### src/rtl/bomb_pkg.sv
// Shared types and default constants for the bomb pool.
// The slot FSM and the pool allocator both import this package.
package bomb_pkg;

  typedef enum logic [1:0] {
    IDLE     = 2'd0,
    ARMED    = 2'd1,
    EXPLODED = 2'd2
  } slot_state_t;

  typedef logic signed [10:0] coord_t;

  localparam int FUSE_SEC_DEF     = 4;
  localparam int BLAST_FRAMES_DEF = 60;
  localparam int NUM_BOMBS_DEF    = 4;

endpackage

### src/rtl/bomb_slot.sv
// One bomb slot: IDLE -> ARMED (fuse in seconds) -> EXPLODED (blast in frames) -> IDLE.
// Holds the latched position and both countdown counters.
module bomb_slot
  import bomb_pkg::*;
#(
  parameter int FUSE_SEC     = FUSE_SEC_DEF,
  parameter int BLAST_FRAMES = BLAST_FRAMES_DEF
) (
  input  logic        clk,
  input  logic        resetN,
  input  logic        alloc,
  input  logic        tick,
  input  logic        frame,
  input  logic        force_explode,
  input  coord_t      req_x,
  input  coord_t      req_y,
  output slot_state_t state,
  output coord_t      pos_x,
  output coord_t      pos_y
);

  localparam int FW = $clog2(FUSE_SEC + 1);
  localparam int BW = $clog2(BLAST_FRAMES + 1);
  localparam logic [FW-1:0] FUSE_INIT  = FW'(FUSE_SEC);
  localparam logic [BW-1:0] BLAST_LAST = BW'(BLAST_FRAMES - 1);
  localparam logic [BW-1:0] BLAST_MAX  = BW'(BLAST_FRAMES);

  slot_state_t   state_reg, state_next;
  logic [FW-1:0] fuse_reg, fuse_next;
  logic [BW-1:0] blast_reg, blast_next;
  coord_t        x_reg, x_next, y_reg, y_next;

  always_ff @(posedge clk or negedge resetN) begin
    if (!resetN) begin
      state_reg <= IDLE;
      fuse_reg  <= '0;
      blast_reg <= '0;
      x_reg     <= '0;
      y_reg     <= '0;
    end else begin
      state_reg <= state_next;
      fuse_reg  <= fuse_next;
      blast_reg <= blast_next;
      x_reg     <= x_next;
      y_reg     <= y_next;
    end
  end

  always_comb begin
    state_next = state_reg;
    fuse_next  = fuse_reg;
    blast_next = blast_reg;
    x_next     = x_reg;
    y_next     = y_reg;
    case (state_reg)
      IDLE: begin
        if (alloc) begin
          state_next = ARMED;
          fuse_next  = FUSE_INIT;
          x_next     = req_x;
          y_next     = req_y;
        end
      end
      ARMED: begin
        // A forced explosion wins over a tick arriving in the same cycle.
        if (force_explode || (tick && fuse_reg <= FW'(1))) begin
          state_next = EXPLODED;
          fuse_next  = '0;
          blast_next = '0;
        end else if (tick) begin
          fuse_next = fuse_reg - FW'(1);
        end
      end
      EXPLODED: begin
        if (frame) begin
          if (blast_reg >= BLAST_LAST) begin
            state_next = IDLE;
            blast_next = BLAST_MAX;
          end else begin
            blast_next = blast_reg + BW'(1);
          end
        end
      end
      default: state_next = IDLE;
    endcase
  end

  assign state = state_reg;
  assign pos_x = x_reg;
  assign pos_y = y_reg;

endmodule

### src/rtl/bomb_pool_fsm.sv
// Pool of NUM_BOMBS bomb slots with lowest-index allocation, duplicate rejection,
// chain reaction and remote detonation; status outputs come from registered slot state.
module bomb_pool_fsm
  import bomb_pkg::*;
#(
  parameter int NUM_BOMBS    = NUM_BOMBS_DEF,
  parameter int FUSE_SEC     = FUSE_SEC_DEF,
  parameter int BLAST_FRAMES = BLAST_FRAMES_DEF
) (
  input  logic                           clk,
  input  logic                           resetN,
  input  logic                           startOfFrame,
  input  logic                           oneSecCounter,
  input  logic                           bomb_req,
  input  coord_t                         topLeftX_in,
  input  coord_t                         topLeftY_in,
  input  logic                           detonate_all,
  input  logic [NUM_BOMBS-1:0]           chain_hit,
  output logic                           bomb_ack,
  output logic                           bomb_nack,
  output logic                           pool_full,
  output logic [$clog2(NUM_BOMBS+1)-1:0] active_count,
  output logic [NUM_BOMBS-1:0]           bomb_exist,
  output logic [NUM_BOMBS-1:0]           bomb_exploded,
  output coord_t [NUM_BOMBS-1:0]         topLeftX_out,
  output coord_t [NUM_BOMBS-1:0]         topLeftY_out
);

  localparam int CW = $clog2(NUM_BOMBS + 1);

  slot_state_t          slot_state [NUM_BOMBS];
  logic [NUM_BOMBS-1:0] idle_vec, armed_vec, exploded_vec, dup_vec, pick_vec, alloc_vec;
  logic                 accept, found;
  logic                 ack_reg, nack_reg;
  logic [CW-1:0]        count_next;

  generate
    for (genvar gi = 0; gi < NUM_BOMBS; gi++) begin : g_slot
      bomb_slot #(
        .FUSE_SEC     (FUSE_SEC),
        .BLAST_FRAMES (BLAST_FRAMES)
      ) u_slot (
        .clk           (clk),
        .resetN        (resetN),
        .alloc         (alloc_vec[gi]),
        .tick          (oneSecCounter),
        .frame         (startOfFrame),
        .force_explode (chain_hit[gi] | detonate_all),
        .req_x         (topLeftX_in),
        .req_y         (topLeftY_in),
        .state         (slot_state[gi]),
        .pos_x         (topLeftX_out[gi]),
        .pos_y         (topLeftY_out[gi])
      );
      assign idle_vec[gi]     = (slot_state[gi] == IDLE);
      assign armed_vec[gi]    = (slot_state[gi] == ARMED);
      assign exploded_vec[gi] = (slot_state[gi] == EXPLODED);
      // Only live (ARMED) bombs block a new one at the same spot.
      assign dup_vec[gi] = armed_vec[gi] && (topLeftX_out[gi] == topLeftX_in)
                           && (topLeftY_out[gi] == topLeftY_in);
    end
  endgenerate

  always_comb begin
    pick_vec = '0;
    found    = 1'b0;
    for (int i = 0; i < NUM_BOMBS; i++) begin
      if (idle_vec[i] && !found) begin
        pick_vec[i] = 1'b1;
        found       = 1'b1;
      end
    end
    accept    = found && !(|dup_vec);
    alloc_vec = (bomb_req && accept) ? pick_vec : '0;
  end

  always_ff @(posedge clk or negedge resetN) begin
    if (!resetN) begin
      ack_reg  <= 1'b0;
      nack_reg <= 1'b0;
    end else begin
      ack_reg  <= bomb_req && accept;
      nack_reg <= bomb_req && !accept;
    end
  end

  always_comb begin
    count_next = '0;
    for (int i = 0; i < NUM_BOMBS; i++) begin
      if (!idle_vec[i]) count_next = count_next + CW'(1);
    end
  end

  assign bomb_ack      = ack_reg;
  assign bomb_nack     = nack_reg;
  assign pool_full     = ~(|idle_vec);
  assign active_count  = count_next;
  assign bomb_exist    = armed_vec;
  assign bomb_exploded = exploded_vec;

endmodule

### config.mk
export PLATFORM = sky130hd
export DESIGN_NAME = bomb_pool_fsm
export DESIGN_NICKNAME = d
export VERILOG_FILES = /design/src/rtl/bomb_pkg.sv /design/src/rtl/bomb_slot.sv /design/src/rtl/bomb_pool_fsm.sv
export SDC_FILE = /design/constraint.sdc
export NUM_CORES = 1
export LEC_CHECK = 0
export BUFFER_PORTS_ARGS = -buffer_cell sky130_fd_sc_hd__buf_2
export CORE_ASPECT_RATIO = 1.75
export CORE_MARGIN = 4
export CORE_UTILIZATION = 56
export DETAILED_ROUTE_END_ITERATION = 7
export HOLD_SLACK_MARGIN = 0.1
export PLACE_DENSITY = 0.77
export SLEW_MARGIN = 15
export SYNTH_ARGS = -nofsm -noshare
export SYNTH_HDL_FRONTEND = slang
export SYNTH_SLANG_ARGS = --single-unit
### constraint.sdc
create_clock -name clk -period 3.35 [get_ports clk]
set_clock_uncertainty 0.1 [all_clocks]
set_input_delay 0.8375 -clock clk [delete_from_list [all_inputs] [get_ports clk]]
set_output_delay 0.8375 -clock clk [all_outputs]
set_load 0.005 [all_outputs]
# Word level (Yosys, flattened, before mapping)
# Cells that the tools add are included.
# Widths: inputs -> output; s select.
# word_totals
output_inout_bits	102
word_cells	203
mem_bits_ro	0
n_memories	0
latch_bits	0
input_bits	32
mem_bits_rw	0
ff_bits	134
# classes
eq_ne	36
n_mul	0
addsub	11
n_shift	0
n_reduce_logical	57
n_mux	64
bitwise	5
order_cmp	8
n_div	0
# op_table
op	count
$eq 11x11->1	8
$mux 6	12
$pmux 6 s2	4
$mux 3	15
$mux 2	16
$add 6x1->6 const B	4
$ge 6x6->1 const B	4
$ne 2x1->1 const B	12
$pmux 2 s3	4
$pmux 3 s2	4
$reduce_and 3->1	8
$logic_and 1x1->1	18
$reduce_and 4->1	4
$reduce_bool 2->1	8
$le 3x1->1 const B	4
$ne 3x2->1 const B	4
$sub 3x1->3 const B	4
$add 3x1->3 const B	3
$eq 2x1->1 const B	4
$eq 2x2->1 const B	4
$logic_not 2->1	4
$mux 1	8
$ne 2x2->1 const B	4
$reduce_and 2->1	4
6 further kinds	17

# Depth between registers and ports, before layout
# depth
depth_word	16
ltp_mapped	9
ltp_nobuf	8

# Modules after synthesis
# From an unflattened synthesis, not the netlist that was laid out.
# unflattened
cells_unflattened	681
area_unflattened_um2	7365.8
# modules_own_cells
module	seq_area_each_um2	n_inst	cells_each	area_per_inst_um2
bomb_slot at g_slot[0].u_slot ...	825.8	3	115	1483.9
bomb_slot at g_slot[3].u_slot	825.8	1	160	1477.7
bomb_pool_fsm	50.0	1	176	1436.4

# Least setup slack after synthesis
# No wires, ideal clock.
# synth_path
path_kind	input to register
startpoint	in topLeftX_in[9]
endpoint	reg g_slot[1].u_slot.x_reg[4]
cell_stages	8
setup_time_ns	0.125
required_time_ns	3.125
setup_slack_ns	0.547
n_path_buf	2
arrival_time_ns	2.578
path_cell_list	buf_2 xor2_1 nor4_1 nand4_1 o32ai_4 nor4_4 buf_6 mux2_4
# synth_via
elab_chain_len	9
elab_cells_between_ends	18
cone_classes	eq/ne (4); mux (1); reduce/logical (13)
# synth_lines
item	line	source
from (decl)	bomb_pool_fsm.sv:15	input coord_t topLeftX_in,
$eq 11x11->1	bomb_pool_fsm.sv:59	assign dup_vec[gi] = armed_vec[gi] && (topLeftX_out[gi] == topLeftX_in)
$logic_and 1x1->1	bomb_pool_fsm.sv:59	
$logic_and 1x1->1	bomb_pool_fsm.sv:60	&& (topLeftY_out[gi] == topLeftY_in);
$reduce_or 4->1 (*)	bomb_pool_fsm.sv:73	accept = found && !(|dup_vec);
$logic_not 1->1 (*)	bomb_pool_fsm.sv:73	
$logic_and 1x1->1 (*)	bomb_pool_fsm.sv:73	
$logic_and 1x1->1 (*)	bomb_pool_fsm.sv:74	alloc_vec = (bomb_req && accept) ? pick_vec : '0;
$mux 4 (*)	bomb_pool_fsm.sv:74	
$reduce_and 2->1 (no line) (*)	--	
to (signal assigned)	bomb_slot.sv:44	x_reg <= x_next;
to (decl)	bomb_slot.sv:31	coord_t x_reg, x_next, y_reg, y_next;
# Every way passes the cells marked *; elsewhere a longest branch is shown, timed or not.
# A chain may end at the register's enable or synchronous reset.

# Worst setup path after layout
# layout_path
startpoint	reg g_slot[1].u_slot.state_reg[1]
endpoint	out active_count[1]
# layout_via
elab_chain_len	6
# layout_lines
item	line	source
from (decl)	bomb_slot.sv:28	slot_state_t state_reg, state_next;
from (signal assigned)	bomb_slot.sv:41	state_reg <= state_next;
$logic_not 2->1 (*)	bomb_pool_fsm.sv:55	assign idle_vec[gi] = (slot_state[gi] == IDLE);
$mux 3 (*)	bomb_pool_fsm.sv:90	if (!idle_vec[i]) count_next = count_next + CW'(1);
$add 3x1->3	bomb_pool_fsm.sv:90	
$mux 3 (*)	bomb_pool_fsm.sv:90	
$add 3x1->3	bomb_pool_fsm.sv:90	
$mux 3 (*)	bomb_pool_fsm.sv:90	
to (decl)	bomb_pool_fsm.sv:22	output logic [$clog2(NUM_BOMBS+1)-1:0] active_count,
# Marked as above.

==> impl_metrics.json <==
{
  "avgSynthCellArea_sq_um": 11.8,
  "grt_pass1_wl_um": 30300,
  "p_seq_share_pct": 36.5,
  "total_leakage_power_nw": 4.13,
  "htree_num_levels": 4,
  "ant_nets": 0,
  "die-height_um": 160,
  "die-area_sq_um": 15200,
  "fill_cells": 990,
  "diodes": 0,
  "hp-class": "in2async",
  "crit_start": "g_slot[1].u_slot.state[1]",
  "crit_type": "reg2out",
  "cts_made_buffers": 17,
  "hpwl_um": 13900,
  "p_switching_mw": 3.17,
  "grt_max_degree": 61,
  "synthAdderAreaFrac_pct": 2.71,
  "top_level_ports": 134,
  "final_common_cell": "dfrtp_1",
  "finalPower_mw": 8.61,
  "hold_violations": 0,
  "r2r_start": "g_slot[1].u_slot.state[1]",
  "grt.overflow.total": 0,
  "firstDrtPassIters": 4,
  "syn_inst": 627,
  "p_comb_share_pct": 43.3,
  "drtIter0Drc": 309,
  "yosys.area_share.simple_pct": 10.6,
  "status": "complete, no violations",
  "start_util_pct": 57.2,
  "vias": 5343,
  "worstMarginPinSlew_ns": 0.764,
  "ir_drop_mv": 0.573,
  "ys_async_sr_fraction_pct": 100,
  "cts.clk_slew.worst_paths_ns": 0.06,
  "ctsRootBufferMaster": "clkbuf_16",
  "fin_crit_sh_pct": 94.9,
  "portBuffers": 133,
  "synthFlopType": "dfrtp_1",
  "die_w_um": 94.9,
  "clockBufferDepth": 2,
  "rsz0062_at_grt": "no",
  "clkPwrFrac_pct": 20.2,
  "antenna_found_initial": 0,
  "final_nets": 802,
  "wire_per_inst_um": 20.0,
  "wl_um": 18800,
  "area_growth_pct": 18.2,
  "slew_viol_final": 0,
  "gp_congestion": 0.839,
  "synth_xor_area_share_pct": 11.1,
  "internal-power_mw": 5.45,
  "swShare_pct": 36.8,
  "end_kind": "primary output",
  "drc_errors": 0,
  "final_area_sq_um": 8740,
  "grt_pass1_vias": 5706,
  "cts_tree": "built",
  "maxCapViolCount": 0,
  "crit_fanout": 4,
  "synth_edf_count": 0,
  "synth_top_family_by_area": "multiplexers",
  "ff2ff_setup_slack_ns": 0.61,
  "post-route-min-period_ns": 3.18,
  "ys_warn_count": 0,
  "dp_cells": 906,
  "yosysUniqueCellTypes": 50,
  "drive_gt1_share_pct": 37.3,
  "crit_required_ns": 2.41,
  "stdcell_count": 938,
  "ys_seq_area_share_pct": 45.3,
  "place_area_sq_um": 8160,
  "synth_compound_area_share_pct": 8.34,
  "ys_ff_latch": 134,
  "fmax_mhz": 315,
  "critPathArrivalTime_ns": 2.24,
  "synth_nets": 675,
  "fin_setup_tns_ns": 0,
  "netlist_area_sq_um": 7400,
  "multiInputGateArea_sq_um": 3700,
  "core_sq_um": 12900,
  "regArea_sq_um": 3350,
  "cp-start-kind": "flip-flop",
  "setup_violations": 0,
  "fp-row-count": 55,
  "clk_latency_ns": 0.42,
  "vias_per_cell": 5.70,
  "mostFrequentLayoutCells": "dfrtp_1, buf_2, xor2_1, mux2_4, nand2_1",
  "track_usage_pct": 26.0,
  "cts_sinks": 134,
  "max-slew-margin-rel_pct": 48.9,
  "muxShareOfSynthArea_pct": 16.9,
  "power_per_cell_area_nw_per_um2": 985
}
==> metrics by stage <==
stage / hold slack, ns / setup slack [ns] / util, %
after global routing: 0.397 / 0.0685 / 67.6
after global placement: 0.378 / 0.0794 / 63.1
after CTS: 0.382 / 0.0828 / 67.5
final: 0.350 / 0.172 / 67.6
after floorplan: 0.362 / 0.547 / -
after detailed placement: 0.387 / 0.0181 / 63.1
==> worst paths after layout <==
check / end / cells after the start
max in group asynchronous: g_slot[0].u_slot.pos_x[1] / 2
min reg2reg: g_slot[2].u_slot.blast_reg[5] / 2
min in group clk: g_slot[2].u_slot.blast_reg[5] / 2
min: g_slot[3].u_slot.blast_reg[0] / 1
max: active_count[1] / 8
max reg2reg: g_slot[3].u_slot.pos_x[3] / 8
==> synthesized netlist by cell type, types with 14 or more instances <==
master | count | area, sq um
mux2_2 | 25 | 282
inv_1 | 19 | 71.3
nor2_1 | 29 | 109
o21ai_0 | 19 | 95.1
dfrtp_1 | 134 | 3350
mux2_4 | 64 | 961
ha_1 | 16 | 200
nand2_1 | 31 | 116
xnor2_1 | 14 | 123
nand3_1 | 21 | 105
a21oi_1 | 14 | 70.1
xor2_1 | 80 | 701
nor4_1 | 17 | 106
buf_2 | 16 | 80.1
==> worst max-delay path, cell delays in order, from the launching register on <==
cell     delay (ns)
dfrtp_1        0.40
nor2_2         0.20
inv_1          0.12
ha_1           0.21
nor2_1         0.12
a21oi_1        0.07
ha_1           0.30
mux2_2         0.27
buf_2          0.13
==> area by class of cell <==
type	count	share of cell area, %
clock buffer	20	5.11
clock inverter	12	1.22
inverter	20	0.859
multi-input combinational	431	42.3
sequential	134	38.4
tap	171	2.45
timing repair buffer	150	9.68
==> timing repair <==
item,4_1_cts,5_1_grt
gates resized for setup,2,2
gates cloned,0,0
endpoints found under the setup margin,1,1
hold buffers,0,0
buffers inserted,0,0
==> power by group through the flow <==
stage / logic, mW / registers (mW) / clock network (mW)
final: 3.73 / 3.14 / 1.74
after global routing: 4.08 / 3.23 / 1.85
after CTS: 3.75 / 3.13 / 1.76
after detailed placement: 3.67 / 3.13 / 0
after global placement: 3.53 / 3.09 / 0
after floorplan: 2.43 / 3.01 / 0
==> routing by layer <==
layer  GRT usage (%)  vias to the layer above  part of all wire [%]
li1                -                     2452                     -
met1            30.0                     2672                    38
met2            44.3                      167                    52
met3            5.98                       52                   4.5
met4            13.1                        0                   4.8
met5               0                        -                     0
==> logic make-up (layout without fill, tap and decap cells) <==
kind of cell    Yosys count  after routing
xor+xnor                 94             94
compound gates           87             87
simple gates            144            144
flops                   134            134
mux                      90             90
buf+inv                  62            202
fa+ha+maj                16             16
No activity file was read; power rests on OpenSTA's default activity.
